File: src/rtl/fetch_unit_pkg.sv
// Shared CPU definitions: halt opcode, reset PC default and fetch FSM encoding.
// Pure declarations; no latency or flow control of its own.
package fetch_unit_pkg;

  localparam logic [3:0]  HALT_OPCODE      = 4'hF;
  localparam logic [15:0] RESET_PC_DEFAULT = 16'h0000;

  typedef enum logic [1:0] {
    ST_REQ     = 2'd0,
    ST_DRAIN   = 2'd1,
    ST_HOLD    = 2'd2,
    ST_HALTED  = 2'd3
  } fetch_state_e;

  function automatic logic is_halt(input logic [15:0] instr);
    return instr[15:12] == HALT_OPCODE;
  endfunction

endpackage

File: src/rtl/fetch_unit_addsub.sv
// 16-bit modulo adder/subtractor with optional unsigned saturation.
// Combinational, no backpressure.
module addsub_16bit (
  input  logic [15:0] a,
  input  logic [15:0] b,
  input  logic        sub,
  input  logic        sat,
  output logic [15:0] y
);

  logic [16:0] raw;

  assign raw = sub ? ({1'b0, a} - {1'b0, b}) : ({1'b0, a} + {1'b0, b});

  // raw[16] is carry-out on add and borrow on subtract
  always_comb begin
    y = raw[15:0];
    if (sat && raw[16]) begin
      y = sub ? 16'h0000 : 16'hFFFF;
    end
  end

endmodule

File: src/rtl/fetch_unit.sv
// Instruction fetch stage: one outstanding imem request feeding the IF/ID register.
// Data lands in IF/ID the edge imem_valid is seen; stall parks it in a one-entry hold buffer.
module fetch_unit
  import fetch_unit_pkg::*;
#(
  parameter logic [15:0] RESET_PC = RESET_PC_DEFAULT
) (
  input  logic        clk,
  input  logic        rst_n,
  input  logic        stall,
  input  logic        redirect,
  input  logic [15:0] redirect_pc,
  output logic        imem_req,
  output logic [15:0] imem_addr,
  input  logic [15:0] imem_data,
  input  logic        imem_valid,
  output logic        if_id_valid,
  output logic [15:0] if_id_instr,
  output logic [15:0] if_id_pc_inc,
  output logic        halted
);

  fetch_state_e state_q;
  logic [15:0]  pc_q;
  logic [15:0]  req_addr_q;
  logic [15:0]  hold_buf_q;
  logic [15:0]  hold_pc_inc_q;
  logic         if_id_valid_q;
  logic [15:0]  if_id_instr_q;
  logic [15:0]  if_id_pc_inc_q;
  logic         halted_q;

  logic [15:0]  addr_inc;
  logic         deliver;
  logic [15:0]  dlv_instr;
  logic [15:0]  dlv_pc_inc;

  addsub_16bit u_pc_inc (
    .a   (req_addr_q),
    .b   (16'h0002),
    .sub (1'b0),
    .sat (1'b0),
    .y   (addr_inc)
  );

  // req_addr_q still points at the held word in HOLD, so both sources agree on pc+2
  assign deliver    = !redirect && !stall &&
                      (((state_q == ST_REQ) && imem_valid) || (state_q == ST_HOLD));
  assign dlv_instr  = (state_q == ST_HOLD) ? hold_buf_q    : imem_data;
  assign dlv_pc_inc = (state_q == ST_HOLD) ? hold_pc_inc_q : addr_inc;

  assign imem_req     = (state_q == ST_REQ) || (state_q == ST_DRAIN);
  assign imem_addr    = req_addr_q;
  assign if_id_valid  = if_id_valid_q;
  assign if_id_instr  = if_id_instr_q;
  assign if_id_pc_inc = if_id_pc_inc_q;
  assign halted       = halted_q;

  always_ff @(posedge clk) begin
    if (!rst_n) begin
      state_q        <= ST_REQ;
      pc_q           <= RESET_PC;
      req_addr_q     <= RESET_PC;
      hold_buf_q     <= 16'h0000;
      hold_pc_inc_q  <= 16'h0000;
      if_id_valid_q  <= 1'b0;
      if_id_instr_q  <= 16'h0000;
      if_id_pc_inc_q <= 16'h0000;
      halted_q       <= 1'b0;
    end else if (redirect) begin
      if_id_valid_q <= 1'b0;
      pc_q          <= redirect_pc;
      case (state_q)
        ST_REQ: begin
          if (imem_valid) req_addr_q <= redirect_pc;
          else            state_q    <= ST_DRAIN;
        end
        ST_DRAIN: begin
          if (imem_valid) begin
            req_addr_q <= redirect_pc;
            state_q    <= ST_REQ;
          end
        end
        default: begin
          req_addr_q <= redirect_pc;
          halted_q   <= 1'b0;
          state_q    <= ST_REQ;
        end
      endcase
    end else if (deliver) begin
      if_id_valid_q  <= 1'b1;
      if_id_instr_q  <= dlv_instr;
      if_id_pc_inc_q <= dlv_pc_inc;
      if (is_halt(dlv_instr)) begin
        pc_q     <= req_addr_q;
        halted_q <= 1'b1;
        state_q  <= ST_HALTED;
      end else begin
        pc_q       <= dlv_pc_inc;
        req_addr_q <= dlv_pc_inc;
        state_q    <= ST_REQ;
      end
    end else begin
      case (state_q)
        ST_REQ: begin
          if (imem_valid) begin
            hold_buf_q    <= imem_data;
            hold_pc_inc_q <= addr_inc;
            state_q       <= ST_HOLD;
          end else if (!stall) begin
            if_id_valid_q <= 1'b0;
          end
        end
        ST_DRAIN: begin
          if (!stall) if_id_valid_q <= 1'b0;
          // the stale response is dropped; refetch from the redirected pc
          if (imem_valid) begin
            req_addr_q <= pc_q;
            state_q    <= ST_REQ;
          end
        end
        ST_HOLD: begin
          state_q <= ST_HOLD;
        end
        ST_HALTED: begin
          if (!stall) if_id_valid_q <= 1'b0;
        end
        default: state_q <= ST_REQ;
      endcase
    end
  end

endmodule

File: config.mk
export PLATFORM = sky130hd
export DESIGN_NAME = fetch_unit
export DESIGN_NICKNAME = d
export VERILOG_FILES = /design/src/rtl/fetch_unit_pkg.sv /design/src/rtl/fetch_unit_addsub.sv /design/src/rtl/fetch_unit.sv
export SDC_FILE = /design/constraint.sdc
export NUM_CORES = 1
export LEC_CHECK = 0
export CORE_MARGIN = 5
export CORE_UTILIZATION = 40
export CTS_BUF_LIST = sky130_fd_sc_hd__clkbuf_16
export CTS_CLUSTER_SIZE = 20
export DETAILED_ROUTE_END_ITERATION = 8
export GPL_ROUTABILITY_DRIVEN = 0
export PLACE_DENSITY_LB_ADDON = 0.05
export SYNTH_ARGS = -nofsm -noshare
export SYNTH_HDL_FRONTEND = slang
export SYNTH_SLANG_ARGS = --single-unit
File: constraint.sdc
create_clock -name clk -period 5.9 [get_ports clk]
set_clock_uncertainty 0.2 [all_clocks]
set_input_delay 1.18 -clock clk [delete_from_list [all_inputs] [get_ports clk]]
set_output_delay 1.18 -clock clk [all_outputs]
set_load 0.02 [all_outputs]
==> results of run 1 <==
-- stage by stage --
| step | hold slack (ns) | worst slack, ns | std cells | utilization (%) |
|---|---|---|---|---|
| after floorplan | 0.232 | 3.25 | 536 | - |
| after global placement | 0.237 | 1.66 | 728 | 49.6 |
| after detailed placement | 0.246 | 1.57 | 728 | 49.6 |
| after CTS | 0.256 | 1.94 | 744 | 52.6 |
| after global routing | 0.278 | 1.72 | 744 | 52.6 |
| final | 0.254 | 1.96 | 744 | 52.6 |
-- routing by layer --
layer	vias up	routed length (microns)
li1	2062	-
met1	1849	6150
met2	114	5210
met3	9	706
met4	0	122
met5	-	0
-- registers in the layout, indices dropped and copies added, names as in the netlist --
register / count
halted: 1
hold_buf_q: 16
hold_pc_inc_q: 16
if_id_instr: 16
if_id_pc_inc: 16
if_id_valid: 1
imem_addr: 16
pc_q: 16
state_q: 2
-- area by class of cell --
cell class	instances	area [sq um]	share of cell area, %
well taps	140	175	3.06
repair buffers	95	931	16.2
clock inverters	7	104	1.81
flip-flops and latches	100	2000	34.9
clock buffers	9	225	3.93
multi-input cells	386	2270	39.6
inverters	7	26.3	0.459
-- power breakdown --
group          switching (mW)  internal [mW]  total, mW  leakage (nW)
registers              0.0342          0.709      0.743         0.817
clock network           0.274          0.378      0.652         0.155
logic                   0.126          0.105      0.230          1.05
-- worst max-delay path, cell delays in order --
cell and delay, ns:
sky130_fd_sc_hd__clkdlybuf4s50_1 0.89, sky130_fd_sc_hd__nor4_4 1.00, sky130_fd_sc_hd__buf_4 0.46, sky130_fd_sc_hd__nand2_1 0.12
sky130_fd_sc_hd__a211oi_1 0.23, sky130_fd_sc_hd__a31o_2 0.13
-- kinds of logic (layout without fill, tap and decap cells) --
| logic type | count (synthesis) | count (layout) |
|---|---|---|
| compound gates | 162 | 162 |
| flops | 100 | 100 |
| simple gates | 205 | 205 |
| xor+xnor | 9 | 9 |
| buf+inv | 50 | 118 |
| fa+ha+maj | 1 | 1 |
| mux | 9 | 9 |
-- how the worst max path moves through the flow --
stage	from	end	slack [ns]	cells past startpoint
floorplan	imem_data[15]	imem_addr[12]	3.25	6
global placement	redirect	if_id_pc_inc[6]	1.66	6
detailed placement	redirect	if_id_pc_inc[6]	1.57	6
CTS	redirect	if_id_pc_inc[6]	1.94	6
global route	redirect	if_id_pc_inc[6]	1.72	6
finish	redirect	if_id_pc_inc[6]	1.96	6
-- placed cells by master, fill, tap and decap left out, types with 3 or more instances in the layout --
master                            instances
sky130_fd_sc_hd__a311oi_1                17
sky130_fd_sc_hd__dfxtp_1                100
sky130_fd_sc_hd__a22o_1                  11
sky130_fd_sc_hd__a221oi_1                 6
sky130_fd_sc_hd__nand3_1                 11
sky130_fd_sc_hd__o211ai_1                 5
sky130_fd_sc_hd__and3_1                   3
sky130_fd_sc_hd__mux2i_1                  5
sky130_fd_sc_hd__inv_1                    6
sky130_fd_sc_hd__nand2_1                 92
sky130_fd_sc_hd__nor3_1                   7
sky130_fd_sc_hd__clkbuf_16                9
sky130_fd_sc_hd__and2_1                   4
sky130_fd_sc_hd__a222oi_1                 3
sky130_fd_sc_hd__buf_4                    8
sky130_fd_sc_hd__o21a_1                   4
sky130_fd_sc_hd__xnor2_1                  7
sky130_fd_sc_hd__a22oi_1                  4
sky130_fd_sc_hd__or4_1                    4
sky130_fd_sc_hd__o21ai_0                 14
sky130_fd_sc_hd__a211oi_1                14
sky130_fd_sc_hd__clkdlybuf4s50_1         87
sky130_fd_sc_hd__a21oi_1                 51
sky130_fd_sc_hd__nor2_1                  65
sky130_fd_sc_hd__a31oi_1                 10
sky130_fd_sc_hd__o31ai_1                  4
sky130_fd_sc_hd__mux2_2                   3
==> run summary, run 1 <==
The worst path uses 66.9% of the clock period. The library cell with the highest instance count after synthesis is sky130_fd_sc_hd__dfxtp_1. The dominant combinational cell family by area after synthesis is compound AO/OA/AOI/OAI gates. The diode insertion count for antenna repair came out at 0. The count of input and output buffers came out at 87.

The synthesized netlist occupies a cell area of ~4500 sq um. The count of cells resized by post-cts repair is 0. Summing the areas of all xor and xnor instances in the mapped netlist gives 1.76% of the synthesized area. The tightest min-delay check is of the flip-flop to flip-flop type. For hold timing, the worst endpoint is if_id_pc_inc[1]. The most area-hungry cell type in the Yosys netlist is sky130_fd_sc_hd__dfxtp_1. The analysis attributes to cell leakage a power of 2.02 nW. Setup violations remaining at the end of the flow were counted as 0.

The total power draw is 1.63 mW. In this run the critical register-to-register path is captured at pc_q[14]. STA classifies the critical path endpoint as a flip-flop. The flow ran to the end, and the final reports show no timing, DRC or antenna violations. The post-synthesis area per instance is 8.34 sq um.

The final critical delay including setup and external delays is 3.94 ns. The maximum VDD drop is 0.000139 V. The share of synthesized cell area in full adder, half adder and majority cells came out at less than 1%. The timing-limited maximum frequency is 253 MHz. Among all flip-flop cells after synthesis, the most frequent one is sky130_fd_sc_hd__dfxtp_1.

The total via count in the routed design is 4,034. After clock tree synthesis, the setup repair step added 0 buffers. The count of nets left with antenna violations after detail routing is 0. TritonCTS built the clock tree.

The max-capacitance violation count is 0. The detailed-placement wirelength estimate is 8280 microns. The number of antenna violations at the first check in global routing came out at 0. The relative slew slack came out at 36.5%. In the synthesized netlist the async set-or-reset flop fraction comes to 0%. The max-slew violation total from the final report came to 0. Once layout is done, the placed cells without fillers occupy ~5700 sq um. The via count of the first global-routing pass came out at ~3,900. After Yosys synthesis, and, or, nand and nor cells account for a little over a fifth of the synthesized area. The cell chosen for the clock root is sky130_fd_sc_hd__clkbuf_16. Multiplexer cells account for 2.21% of the synthesized area. Data on the critical path arrives at its endpoint at approximately 4 ns. After filler insertion, the fill cell instance count of the layout stands at 1,042.

For this run, global-route usage on met2 was measured as 28.0%. The CTS H-tree depth is 3. The startpoint identified for the worst register-to-register timing path is state_q[1]. The pin count of the biggest net entering global routing came out at 58.

From left edge to right edge, the die measures around 120 microns. The fraction of post-synthesis cell area in the top cell type by area came out at 44.8%. The hold-fix buffer count after cts came out at 0.

The global routing stage identified its most utilized layer as met2. The kind of critical path is input port to flip-flop. The total global-route track usage came out at 18.4%. The minimum setup slack among reg-to-reg paths came out at 3.19 ns. At the pin with the least slew margin, the transition time is 0.950 ns. For this configuration, the core starts out at a cell density of 41.1%. The clock reaches the later pin of the worst-skew pair after 0.34 ns. From synthesis to final layout, the design area changed by 28.2%.

In the global route stage, met3 resource usage came out at 2.87%. The number of clock sinks is 100. The synthesized netlist net count came out at around 570. The post-synthesis compound-gate area fraction is 25.2%. The number of ports placed on the die boundary came out at 88. The clock slew at the register clock pins of the worst setup and hold paths came out at 0.08 ns. The number of instances on the worst hold path is 2. The number of distinct library cell variants in the gate-level netlist after synthesis came out at 60. The gate count after technology mapping came out at 536. Yosys mapped a number of flops with a built-in enable equal to 0. In this run the cell area measured after placement is 5400 sq um. The required time at the endpoint of the critical path is around 6 ns.

The post-synthesis sequential area ratio is ~45%. For this run, the detailed router's first-pass iteration total came to 4. The wire length of the first global-routing pass came out at roughly 20,000 microns. The number of cell instances on the worst register-to-register path came out at 6.

In the synthesized netlist, the cells that appear most often are sky130_fd_sc_hd__dfxtp_1 (100), sky130_fd_sc_hd__nand2_1 (92), sky130_fd_sc_hd__nor2_1 (65). The startpoint of the worst hold path is if_id_pc_inc[1]. The final total negative setup slack is 0 ns. In this run the vertical extent of the chip is 116 microns. During synthesis, Yosys emitted a total of 0 warnings. The placement row count came out at 38. The routing usage on met1 came out at 27.3%. Sorting the synthesized cells by area gives the leading types as sky130_fd_sc_hd__dfxtp_1 (45%), sky130_fd_sc_hd__nand2_1 (7.7%), sky130_fd_sc_hd__a21oi_1 (5.7%).

Power spread over the standard cell area amounts to 284 nW/um^2. The final layout contains 637 nets. The largest fanout of any net on the critical path came out at 35. The core box area is between 10,000 and 15,000 sq um. The layout cell share with drive strength beyond 1 is 7.28%. The number of remaining DRC errors came out at 0.

The sum of routed wire length over all layers is 12,200 microns. The overall die area came out at about 13,000 sq um. The initial DRC count came out at 274. The leftover overflow at the end of global routing is 0. The number of hold violations in the final report came to 0.

The kind of launch point of the worst setup path is an input port. The average vias per placed instance came out at 5.42. The number of flip-flops and latches in the synthesized netlist came out at 100. TritonCTS created 9 clock buffers.

Setup repair after global routing left no endpoint under its margin. The maximum clock path buffer count came out at 2. The final routed wire length divided by cell count is 16.4 microns.
Note: power is estimated with default switching activity, not from simulation.
==> run 2: changes to the inputs <==
Clock period 5.9 ns to 3.2 ns, I/O delays scaled along.
==> run summary, run 2 (same netlist as run 1, synthesis figures left out) <==
The flow ran to the end, and the final reports show no timing, DRC or antenna violations. At the worst endpoint, the arrival time is ~2.7 ns. The maximum clock path buffer count is 2.

The relative slew slack came out at 49.2%. In this run the tool buffered the top-level ports with 87 buffer cells. The H-tree was split into 3 levels. The clock network power share is 34.3%. The number of antenna violations at the first check in global routing came out at 0. The number of instances on the worst hold path is 2. The worst hold path belongs to the class flip-flop to flip-flop. Gates resized during post-CTS repair numbered 0. The total via count in the routed design is 4,142. Across the run, the number of max-cap violations was 0. The number of clock sinks is 100. Leaving out fill and tap cells, the most frequent cell in the layout is sky130_fd_sc_hd__dfxtp_1. The worst setup path is captured at a flip-flop.

The starting utilization of the core area came out at 41.1%. The power dissipated by switching net loads is 0.738 mW. Counting both buffers and inverters, the worst setup path holds a total of 2.

The number of buffers inserted to repair setup after CTS came out at 0. The leftover overflow at the end of global routing is 0. The via count of the first global-routing pass came out at 3,972. The area growth from synthesis to layout is 28.4%. TritonCTS built the clock tree. The timing-limited maximum frequency is 380 MHz. For this run, the post-layout net count is 646.

The diode insertion count for antenna repair is 0. The signal on the critical path passes through clkdlybuf4s50_1 -> inv_1 -> nand3_1 -> nor2_1 -> o211ai_1 -> a31oi_1. The cell at the slowest stage of the critical path is sky130_fd_sc_hd__nor2_1. The critical path runs through a total of 6 cells. The count of nets left with antenna violations after detail routing came out at 0. The placement row count is 38.

The average vias per placed instance is 5.52. The power per cell area is 480 nW/um^2. The insertion delay to the later sink of the worst-skew pair came out at 0.33 ns. Setup violations remaining at the end of the flow were counted as 0. For the pin with the worst max-slew slack, the measured transition is 0.762 ns. The sum of routed wire length over all layers is 12,500 microns. The total global-route track usage is 19.0%. Once layout is complete, the utilization of the core stands at 52.7%. The overall die area is 13,400 sq um. Measured along the x axis, the die boundary spans between 100 and 150 microns.

After layout, the worst path uses 82.2% of the clock period. The number of ports placed on the die boundary came out at 88. The number of remaining DRC errors came out at 0. The cell chosen for the clock root is sky130_fd_sc_hd__clkbuf_16. After clock tree synthesis, the clock-pin slew on the worst setup and hold paths is 0.07 ns.

The initial DRC count came out at 454. The pin count of the biggest net entering global routing is 44. The proportion of power drawn by flip-flops and latches is between 40% and 50%. The final total negative setup slack is 0 ns.

Of the cells placed in the final design, the portion with a size suffix greater than 1 is 7.86%. The total clock buffers created by CTS is 9. The standby leakage power came out at 2.05 nW. Setup repair after global routing left no endpoint under its margin.

The number of cell instances on the worst register-to-register path came out at 6. The logic gate share of total power came out at 15.9%. The die height is around 120 microns. The switching fraction of total power came out at approximately 27%. The internal cell power came out at 2.02 mW. The final routed wire length divided by cell count came out at roughly 17 microns.

The maximum VDD drop is between 0.0002 and 0.0003 V. The kind of launch point of the worst setup path is an input port. The library cells used most frequently in the layout, excluding fill and tap cells, are sky130_fd_sc_hd__dfxtp_1 (100), sky130_fd_sc_hd__nand2_1 (92), sky130_fd_sc_hd__clkdlybuf4s50_1 (87). The hold-fix buffer count after cts came out at 0. Detailed placement finished with a half-perimeter wire length of 8520 microns.

In this run the worst path has a maximum fanout of 7. For this run, the slowest stage of the critical path takes between 0.5 and 0.6 ns. The dominant delay contributor by cell family on the critical path is simple AND/OR/NAND/NOR gates. The wire length of the first global-routing pass is 20,400 microns. The max-slew violation total from the final report is 0. The kind of critical path is input port to flip-flop. The total area inside the core boundary comes to 10,900 sq um. STA puts the critical path data required time at approximately 3.3 ns. For the finished layout, the period the worst path requires is 2.63 ns.

The number of hold violations in the final report is 0. The number of detailed-route iterations in the first pass is 6.
==> run 2: path summary, 6_finish.rpt <==
kind,startpoint,end,slack [ns]
worst max-delay path,redirect,imem_addr[15],0.57
worst min-delay path,if_id_pc_inc[10],if_id_pc_inc[10],0.25
worst max register to register,imem_addr[1],imem_addr[15],0.58
worst min register to register,if_id_pc_inc[10],if_id_pc_inc[10],0.25
==> run 2: layout make-up <==
class	instances	area (sq um)
fillers	1062	5150
multi-input cells	386	2270
flip-flops and latches	100	2000
repair buffers	104	1020
clock buffers	9	225
well taps	140	175
inverters	7	26.3
clock inverters	5	23.8
==> run 2: power by group through the flow <==
| stage | registers (mW) | clock network, mW | logic, mW |
|---|---|---|---|
| global route | 1.38 | 1.03 | 0.483 |
| global placement | 1.40 | 0 | 0.436 |
| floorplan | 1.42 | 0 | 0.219 |
| CTS | 1.37 | 0.973 | 0.440 |
| detailed placement | 1.40 | 0 | 0.439 |
| finish | 1.37 | 0.947 | 0.439 |
==> run 2: through the flow <==
step           power [mW]  hold slack (ns)  cell area [sq um]  setup slack, ns  instances
3_3_place_gp         1.83            0.240               5490            0.389        737
2_1_floorplan        1.64            0.232               4470            0.920        536
5_1_grt              2.89            0.280               5740            0.316        751
4_1_cts              2.78            0.257               5740            0.619        751
6_report             2.76            0.253               5740            0.570        751
3_5_place_dp         1.84            0.248               5490            0.274        737
==> run 2: tightest hold or removal path, stage by stage, from the launching register on <==
cell and delay [ns]:
sky130_fd_sc_hd__dfxtp_1 0.31, sky130_fd_sc_hd__nand2_1 0.05, sky130_fd_sc_hd__a21oi_1 0.05
==> run 2: metal layers <==
| layer | share of wire (%) | vias up | wire [microns] | GRT usage [%] |
|---|---|---|---|---|
| met5 | 0 | - | 0 | 0 |
| met4 | 0.64 | 0 | 80 | 4.49 |
| met3 | 6.7 | 7 | 840 | 4.02 |
| met2 | 44 | 142 | 5560 | 29.9 |
| met1 | 48 | 1905 | 6020 | 27.0 |
| li1 | - | 2088 | - | - |
